File: src/rtl/sram_stream_adapter.sv
// ============================================================================
//  Module   : sram_stream_adapter
//  Purpose  : Valid/ready front-end for a 1-cycle-latency SRAM. Read data is
//             captured into a credit-checked response FIFO so that no read
//             data is lost when the response consumer stalls.
//             Define SRAM_STREAM_ADAPTER_BYPASS_EN for a 1-cycle read path
//             that skips the FIFO when it is empty.
//  Revision : 1.0 - initial release
// ============================================================================
`default_nettype none

module sram_stream_adapter #(
    parameter int DATA_WIDTH = 64,
    parameter int USER_WIDTH = 1,
    parameter int NUM_WORDS  = 1024,
    parameter int RSP_DEPTH  = 2
) (
    input  logic                          clk_i,
    input  logic                          rst_i,
    input  logic                          req_valid_i,
    output logic                          req_ready_o,
    input  logic                          req_we_i,
    input  logic [$clog2(NUM_WORDS)-1:0]  req_addr_i,
    input  logic [DATA_WIDTH-1:0]         req_wdata_i,
    input  logic [USER_WIDTH-1:0]         req_wuser_i,
    input  logic [(DATA_WIDTH+7)/8-1:0]   req_be_i,
    output logic                          rsp_valid_o,
    input  logic                          rsp_ready_i,
    output logic [DATA_WIDTH-1:0]         rsp_rdata_o,
    output logic [USER_WIDTH-1:0]         rsp_ruser_o,
    output logic                          sram_req_o,
    output logic                          sram_we_o,
    output logic [$clog2(NUM_WORDS)-1:0]  sram_addr_o,
    output logic [DATA_WIDTH-1:0]         sram_wdata_o,
    output logic [USER_WIDTH-1:0]         sram_wuser_o,
    output logic [(DATA_WIDTH+7)/8-1:0]   sram_be_o,
    input  logic [DATA_WIDTH-1:0]         sram_rdata_i,
    input  logic [USER_WIDTH-1:0]         sram_ruser_i,
    output logic                          idle_o
);

    localparam int EW = DATA_WIDTH + USER_WIDTH;
    localparam int CW = $clog2(RSP_DEPTH + 1);
    localparam int PW = (RSP_DEPTH > 1) ? $clog2(RSP_DEPTH) : 1;

    logic [EW-1:0] mem_q [RSP_DEPTH];
    logic [PW-1:0] wptr_q, wptr_d;
    logic [PW-1:0] rptr_q, rptr_d;
    logic [CW-1:0] count_q, count_d;
    logic          rd_pending_q, rd_pending_d;

    logic          w_empty;
    logic          w_full;
    logic          w_push;
    logic          w_pop;
    logic          w_fifo_pop;
    logic          w_rd_ok;
    logic          w_accept;
    logic [EW-1:0] w_head;
    logic [CW:0]   w_credit;

    assign w_empty = (count_q == '0);
    assign w_full  = (count_q == CW'(RSP_DEPTH));
    assign w_head  = mem_q[rptr_q];

    always_comb begin
        rsp_valid_o = 1'b0;
        rsp_rdata_o = w_head[DATA_WIDTH-1:0];
        rsp_ruser_o = w_head[EW-1:DATA_WIDTH];
        w_push      = 1'b0;
        w_pop       = 1'b0;
        w_fifo_pop  = 1'b0;
`ifdef SRAM_STREAM_ADAPTER_BYPASS_EN
        // Empty FIFO with data arriving: present the SRAM output directly.
        if (rd_pending_q && w_empty) begin
            rsp_valid_o = !rst_i;
            rsp_rdata_o = sram_rdata_i;
            rsp_ruser_o = sram_ruser_i;
            w_pop       = rsp_valid_o & rsp_ready_i;
            w_push      = !w_pop;
        end else begin
            rsp_valid_o = !rst_i & !w_empty;
            w_pop       = rsp_valid_o & rsp_ready_i;
            w_fifo_pop  = w_pop;
            w_push      = rd_pending_q;
        end
`else
        rsp_valid_o = !rst_i & !w_empty;
        w_pop       = rsp_valid_o & rsp_ready_i;
        w_fifo_pop  = w_pop;
        w_push      = rd_pending_q;
`endif
    end

    // A read is admitted only if its data is guaranteed a FIFO slot next cycle.
    assign w_credit    = {1'b0, count_q} + (CW+1)'(rd_pending_q) - (CW+1)'(w_pop);
    assign w_rd_ok     = (w_credit < (CW+1)'(RSP_DEPTH));
    assign req_ready_o = !rst_i & (req_we_i | w_rd_ok);
    assign w_accept    = req_valid_i & req_ready_o;

    assign sram_req_o   = w_accept;
    assign sram_we_o    = req_we_i;
    assign sram_addr_o  = req_addr_i;
    assign sram_wdata_o = req_wdata_i;
    assign sram_wuser_o = req_wuser_i;
    assign sram_be_o    = req_be_i;

    assign idle_o = rst_i | (!rd_pending_q & w_empty);

    always_comb begin
        rd_pending_d = w_accept & !req_we_i;
        count_d      = count_q + CW'(w_push) - CW'(w_fifo_pop);
        wptr_d       = wptr_q;
        rptr_d       = rptr_q;
        if (w_push) begin
            wptr_d = (wptr_q == PW'(RSP_DEPTH - 1)) ? '0 : wptr_q + PW'(1);
        end
        if (w_fifo_pop) begin
            rptr_d = (rptr_q == PW'(RSP_DEPTH - 1)) ? '0 : rptr_q + PW'(1);
        end
    end

    always_ff @(posedge clk_i) begin
        if (rst_i) begin
            rd_pending_q <= 1'b0;
            count_q      <= '0;
            wptr_q       <= '0;
            rptr_q       <= '0;
        end else begin
            assert (!(w_push && w_full));
            rd_pending_q <= rd_pending_d;
            count_q      <= count_d;
            wptr_q       <= wptr_d;
            rptr_q       <= rptr_d;
        end
    end

    always_ff @(posedge clk_i) begin
        if (w_push) begin
            mem_q[wptr_q] <= {sram_ruser_i, sram_rdata_i};
        end
    end

endmodule

`default_nettype wire
File: config.mk
export PLATFORM = sky130hd
export DESIGN_NAME = sram_stream_adapter
export DESIGN_NICKNAME = d
export VERILOG_FILES = /design/src/rtl/sram_stream_adapter.sv
export SDC_FILE = /design/constraint.sdc
export NUM_CORES = 1
export LEC_CHECK = 0
export CAP_MARGIN = 40
export CORE_MARGIN = 4
export CORE_UTILIZATION = 40
export CTS_BUF_LIST = sky130_fd_sc_hd__clkbuf_16
export DETAILED_ROUTE_END_ITERATION = 7
export MAX_ROUTING_LAYER = met4
export PLACE_DENSITY = 0.81
export SYNTH_ARGS = -nofsm -noshare
export SYNTH_HDL_FRONTEND = slang
export SYNTH_SLANG_ARGS = --single-unit
File: constraint.sdc
create_clock -name clk_i -period 5.4 [get_ports clk_i]
set_clock_uncertainty 0.2 [all_clocks]
set_input_delay 0.81 -clock clk_i [delete_from_list [all_inputs] [get_ports clk_i]]
set_output_delay 0.81 -clock clk_i [all_outputs]
set_load 0.005 [all_outputs]
==> flow_summary.yaml, run 1 <==
critical_path:
  critPathKind: "primary input to output pin"
  crit_path_max_fanout: 13
  end_kind: "output pin"
  required_ns: 4.39
  cp-start-kind: "primary input"
  cp.arrival_ns: 3.59
clocking:
  cts_resized: 0
  clk_latency_ns: 0.40
  cts_tree: "built"
  cts_buffers: 17
  post_cts_buffers: 0
  ctsRootBufferMaster: "clkbuf_16"
  cts_sinks: 136
  hold_buffers: 0
  clockBufferDepth: 2
  clk_pin_slew_ns: 0.06
  htreeDepth: 4
synthesis:
  synth_cell_type_count: 22
  syn-cell-area_sq_um: 5861
  syn_nets: 479
  synthCells: 323
  ys_seq_area_share_pct: 68.66
  ys_ff_latch: 136
  syn_area_per_cell_sq_um: 18.14
  yosysWarnings: 0
detailed_routing:
  wl_um: 11550
  vias: 2808
  drtIter0Drc: 158
  ant_nets: 0
  viasPerCell: 4.808
  dr.pass1.iters: 4
  wl_per_cell_um: 19.77
  drc_errors: 0
run_status:
  outcome: "complete, no violations"
cells_and_area:
  final_cells: 584
  multi_input_area_sq_um: 1124
  fillCellCount: 1153
  layout.nets: 548
  regArea_sq_um: 4028
  layout-drive-gt1-share_pct: 25.00
  syn_to_final_growth_pct: 26.37
  antennaDiodeCount: 0
die:
  placementRows: 43
  start_util_pct: 41.58
  core_area_sq_um: 14100
  dieArea_sq_um: 16650
  dieWidth_um: 129.0
  die_h_um: 129.0
  io_pins: 306
grt:
  grt_antenna_before_repair: 0
  grt_max_degree: 48
  grt_overflow: 0
  grt.total_usage_pct: 14.10
  grt_pass1_wl_um: 16620
  grt_pass1_vias: 3028
timing:
  rsz0062_at_grt: "false"
  holdWs_ns: 0.3356
  fin_ws_ns: 0.8016
  fin_tns_setup_ns: 0
  finalCritPeriodShare_pct: 85.15
  worst_slew_pin_slew_ns: 0.6478
  slew_headroom_pct: 56.71
  period_needed_ns: 4.598
  drv_slew: 0
  setup_viol: 0
  max_freq_ghz: 0.2175
  hold_violations: 0
place:
  gp_congestion: 0.7353
  place_ws_ns: 0.8235
  io_buffers: 139
  post-dp-hpwl_um: 8068
  placed_cells: 553
power:
  irDropWorstVdd_uv: 165.6
  p_per_area_nw_per_um2: 367.1
  power.leakage_nw: 2.577
run:
  drv_cap: 0
hold_path:
  hp-class: "flip-flop to flip-flop"
## kinds of logic after synthesis
kind of cell / after synthesis / share of synthesized area (%)
flip-flops: 136 / 68.66
buffers and inverters: 96 / 12.34
multiplexers: 67 / 16.08
AND/OR/NAND/NOR: 15 / 1.452
AO/OA/AOI/OAI: 4 / 0.4058
adder cells (fa/ha/maj): 3 / 0.7685
XOR/XNOR: 2 / 0.2989
## placed cells by master, fill, tap and decap left out, types with 2 or more instances in the layout
cell type | Yosys | final
mux2_4 | 50 | 50
nand3b_1 | 2 | 2
nor2b_1 | 2 | 2
edfxtp_1 | 130 | 130
clkinvlp_4 | 0 | 3
clkinv_2 | 0 | 3
clkinv_4 | 0 | 2
ha_1 | 2 | 2
nor2_1 | 7 | 6
dfxtp_1 | 6 | 5
bufinv_16 | 0 | 2
inv_1 | 4 | 5
clkinv_1 | 0 | 2
buf_16 | 0 | 2
o21ai_0 | 2 | 2
mux2_2 | 17 | 17
clkbuf_16 | 0 | 17
clkdlybuf4s50_1 | 0 | 139
## where the power goes
| part | internal, mW | switching, mW | leakage, nW |
|---|---|---|---|
| clock network | 0.671 | 0.410 | 0.271 |
| logic | 0.269 | 0.131 | 1.08 |
| registers | 1.21 | 0.0309 | 1.23 |
| total | 2.15 | 0.572 | 2.58 |
## per-layer routing
layer  GRT usage, %  vias up  routed length [um]
met4          7.103        0                 393
met3          7.543       44                1200
met1          14.42     1340                4211
li1               -     1246                   -
met5              -        -                   0
met2          22.04      178                5740
## sequential cells by signal, indices dropped and copies added (netlist names), named ones only
name and cells:
rptr_q 1, mem_q 130, count_q 2, wptr_q 1
rd_pending_q 1
## synthesized netlist by cell type
| master | number | area (sq um) |
|---|---|---|
| buf_4 | 84 | 630.6 |
| edfxtp_1 | 130 | 3904 |
| o21ai_0 | 2 | 10.01 |
| buf_6 | 6 | 67.56 |
| and2_1 | 1 | 6.260 |
| o22ai_1 | 1 | 6.260 |
| nand2b_1 | 1 | 6.260 |
| buf_2 | 2 | 10.01 |
| ha_1 | 2 | 25.02 |
| nor2b_1 | 2 | 12.51 |
| mux2_4 | 50 | 750.7 |
| nor3b_1 | 1 | 7.510 |
| nand4bb_1 | 1 | 11.26 |
| mux2_2 | 17 | 191.4 |
| inv_1 | 4 | 15.01 |
| xnor2_1 | 1 | 8.760 |
| fa_1 | 1 | 20.02 |
| xor2_1 | 1 | 8.760 |
| nor2_1 | 7 | 26.28 |
| dfxtp_1 | 6 | 120.1 |
| a21o_1 | 1 | 7.510 |
| nand3b_1 | 2 | 15.01 |
## area by class of cell
type / count / share of cell area, %
clock buffer: 17 / 5.744
clock inverter: 14 / 1.825
inverter: 4 / 0.2027
multi-input combinational: 91 / 15.17
sequential: 136 / 54.38
tap: 180 / 3.041
timing repair buffer: 142 / 19.63
## final timing paths
check / from / endpoint / slack, ns / cells past startpoint
setup reg to reg: count_q[1]$_SDFF_PP0_ / rd_pending_q$_SDFF_PP0_ / 3.12 / 9
setup / recovery: rst_i / sram_req_o / 0.80 / 10
hold / removal: rd_pending_q$_SDFF_PP0_ / wptr_q$_SDFFE_PP0P_ / 0.34 / 2
hold reg to reg: rd_pending_q$_SDFF_PP0_ / wptr_q$_SDFFE_PP0P_ / 0.34 / 2
## per-stage QoR
stage | util [%] | instance area (sq um) | total power [mW]
floorplan | - | 5861 | 1.493
global placement | 48.17 | 6790 | 1.652
detailed placement | 48.56 | 6845 | 1.667
CTS | 52.54 | 7406 | 2.761
global route | 52.54 | 7406 | 2.834
finish | 52.54 | 7406 | 2.719
## critical path, cell delays in order
cell             delay, ns
clkdlybuf4s50_1       0.59
nor3b_1               0.29
ha_1                  0.27
inv_1                 0.06
ha_1                  0.13
inv_1                 0.05
fa_1                  0.56
nand3b_1              0.11
o21ai_0               0.19
clkdlybuf4s50_1       0.54
No activity file was read; power rests on OpenSTA's default activity.
==> inputs of run 2 (changes only) <==
--- a/config.mk
+++ b/config.mk
@@ -10,8 +10,10 @@
 export CORE_UTILIZATION = 40
 export CTS_BUF_LIST = sky130_fd_sc_hd__clkbuf_16
 export DETAILED_ROUTE_END_ITERATION = 7
+export HOLD_SLACK_MARGIN = 0.06
 export MAX_ROUTING_LAYER = met4
 export PLACE_DENSITY = 0.81
+export SKIP_LAST_GASP = 1
 export SYNTH_ARGS = -nofsm -noshare
 export SYNTH_HDL_FRONTEND = slang
 export SYNTH_SLANG_ARGS = --single-unit
==> results of run 2 <==
Final layout, timing and power as in run 1 (identical DEF).
==> inputs of run 3 (changes only) <==
--- a/config.mk
+++ b/config.mk
@@ -12,7 +12,7 @@
 export DETAILED_ROUTE_END_ITERATION = 7
 export HOLD_SLACK_MARGIN = 0.06
 export MAX_ROUTING_LAYER = met4
-export PLACE_DENSITY = 0.81
+export PLACE_DENSITY_LB_ADDON = 0.2
 export SKIP_LAST_GASP = 1
 export SYNTH_ARGS = -nofsm -noshare
 export SYNTH_HDL_FRONTEND = slang
==> run 3 against run 2 <==
  * Via count is 2.3% lower
  * Sequential power hardly changed
  * Combinational power is 2% lower
  * Core utilization is 0.39 points higher
  * Die area stayed put
  * Final cell count is 0.34% higher
  * Fmax is 0.42% lower
  * Non-clock buffer count is 1 higher
  * Setup slack worse by 0.019 ns
  * Final area is 0.74% higher
  * First-iteration DRC count is 25% lower
  * Largest cell class unchanged
==> flow_summary.yaml, run 3 (synthesized netlist as in run 1, its figures left out) <==
power:
  power.leakage_nw: 2.604
  power_mw: 2.808
  p_per_area_nw_per_um2: 376.4
  irDropWorstVdd_uv: 180.6
cells_and_area:
  antennaDiodeCount: 0
  fin_util_pct: 52.93
  final_common_cell: "clkdlybuf4s50_1"
  final_cell_mix: "clkdlybuf4s50_1 (139), edfxtp_1 (130), mux2_4 (50), mux2_2 (17), clkbuf_16 (17)"
  largestRegisters: "mem_q (130), count_q (2)"
  syn_to_final_growth_pct: 27.31
  layout.nets: 549
  regMostFlops: "mem_q"
  fillCellCount: 1179
  layout-drive-gt1-share_pct: 25.12
  largest_reg_flops: 130
die:
  start_util_pct: 41.58
  die_h_um: 129.0
  dieWidth_um: 129.0
  placementRows: 43
  dieArea_sq_um: 16650
  core_area_sq_um: 14100
  io_pins: 306
critical_path:
  required_ns: 4.39
  startpoint: "rst_i"
  cp-start-kind: "primary input"
  timing.rr.end: "rd_pending_q$_SDFF_PP0_"
  reg2reg_depth: 9
  cp.arrival_ns: 3.61
  rr_startpoint: "count_q[1]$_SDFF_PP0_"
  crit_path_max_fanout: 13
  end_kind: "output pin"
  r2r_slack_ns: 3.17
  critPathKind: "primary input to output pin"
clocking:
  ctsRootBufferMaster: "clkbuf_16"
  cts_buffers: 17
  clk_latency_ns: 0.41
  clockBufferDepth: 2
  htreeDepth: 4
  cts_tree: "built"
  post_cts_buffers: 0
  cts_resized: 0
  hold_buffers: 0
  cts_sinks: 136
  clk_pin_slew_ns: 0.05
place:
  gp_congestion: 0.6831
  place_ws_ns: 0.8245
  io_buffers: 139
  post-dp-hpwl_um: 7801
timing:
  setup_viol: 0
  fin_tns_setup_ns: 0
  slew_headroom_pct: 47.05
  hold_violations: 0
  period_needed_ns: 4.618
  worst_slew_pin_slew_ns: 0.7942
  max_freq_ghz: 0.2166
  finalCritPeriodShare_pct: 85.51
  fin_ws_ns: 0.7822
  rsz0062_at_grt: "false"
  drv_slew: 0
hold_path:
  hold_depth: 2
  hp-class: "flip-flop to flip-flop"
  holdCritStartpoint: "rd_pending_q$_SDFF_PP0_"
  hold_end: "wptr_q$_SDFFE_PP0P_"
detailed_routing:
  drtIter0Drc: 118
  wl_um: 11230
  drc_errors: 0
  dr.pass1.iters: 4
  viasPerCell: 4.681
  ant_nets: 0
  vias: 2743
  wl_per_cell_um: 19.16
run:
  drv_cap: 0
grt:
  grt_pass1_wl_um: 16280
  grt.total_usage_pct: 13.89
  grt_overflow: 0
  grt_antenna_before_repair: 0
  grt_pass1_vias: 2945
  grt_max_degree: 46
run_status:
  outcome: "complete, no violations"
-- run 3: changes by cell type in the layout (fill, tap and decap cells not counted), sizes merged --
cell and delta:
buf +1, bufinv +2, clkinv +1, clkinvlp -1
inv -1
-- run 3: worst max-delay path by stage --
| stage | to | slack [ns] | cells after the start |
|---|---|---|---|
| after floorplan | mem_q[0][0]$_DFFE_PP_ | 1.58 | 2 |
| after global placement | sram_req_o | 0.95 | 10 |
| after detailed placement | sram_req_o | 0.82 | 10 |
| after CTS | sram_req_o | 0.80 | 10 |
| after global routing | sram_req_o | 0.68 | 10 |
| final | sram_req_o | 0.78 | 10 |
-- run 3: critical path, stage by stage --
cell	delay, ns
clkdlybuf4s50_1	0.62
nor3b_1	0.29
ha_1	0.26
inv_1	0.06
ha_1	0.13
inv_1	0.04
fa_1	0.57
nand3b_1	0.11
o21ai_0	0.18
clkdlybuf4s50_1	0.54
-- run 3: per-stage QoR --
stage	instances	area, sq um	hold slack (ns)
after global placement	552	6798	0.3221
after detailed placement	554	6853	0.3308
final	586	7461	0.3371
after floorplan	323	5861	0.2896
after CTS	586	7461	0.3473
after global routing	586	7461	0.3596
-- run 3: power by group --
group	leakage [nW]	switching, mW	internal (mW)	total (mW)
registers	1.23	0.0371	1.21	1.24
clock network	0.293	0.409	0.764	1.17
logic	1.08	0.123	0.269	0.392
total	2.60	0.569	2.24	2.81
-- run 3: layout make-up --
cell class	count	area, sq um	area share [%]
clock buffer	17	425.4	5.702
clock inverter	15	182.7	2.448
inverter	4	15.01	0.2012
multi-input combinational	91	1124	15.06
sequential	136	4028	53.98
tap	180	225.2	3.019
timing repair buffer	143	1461	19.59
-- run 3: metal layers --
layer	share of wire (%)	track usage [%]
met5	0	-
met4	2.5	6.733
met2	49	21.04
met1	38	14.59
met3	11	7.955
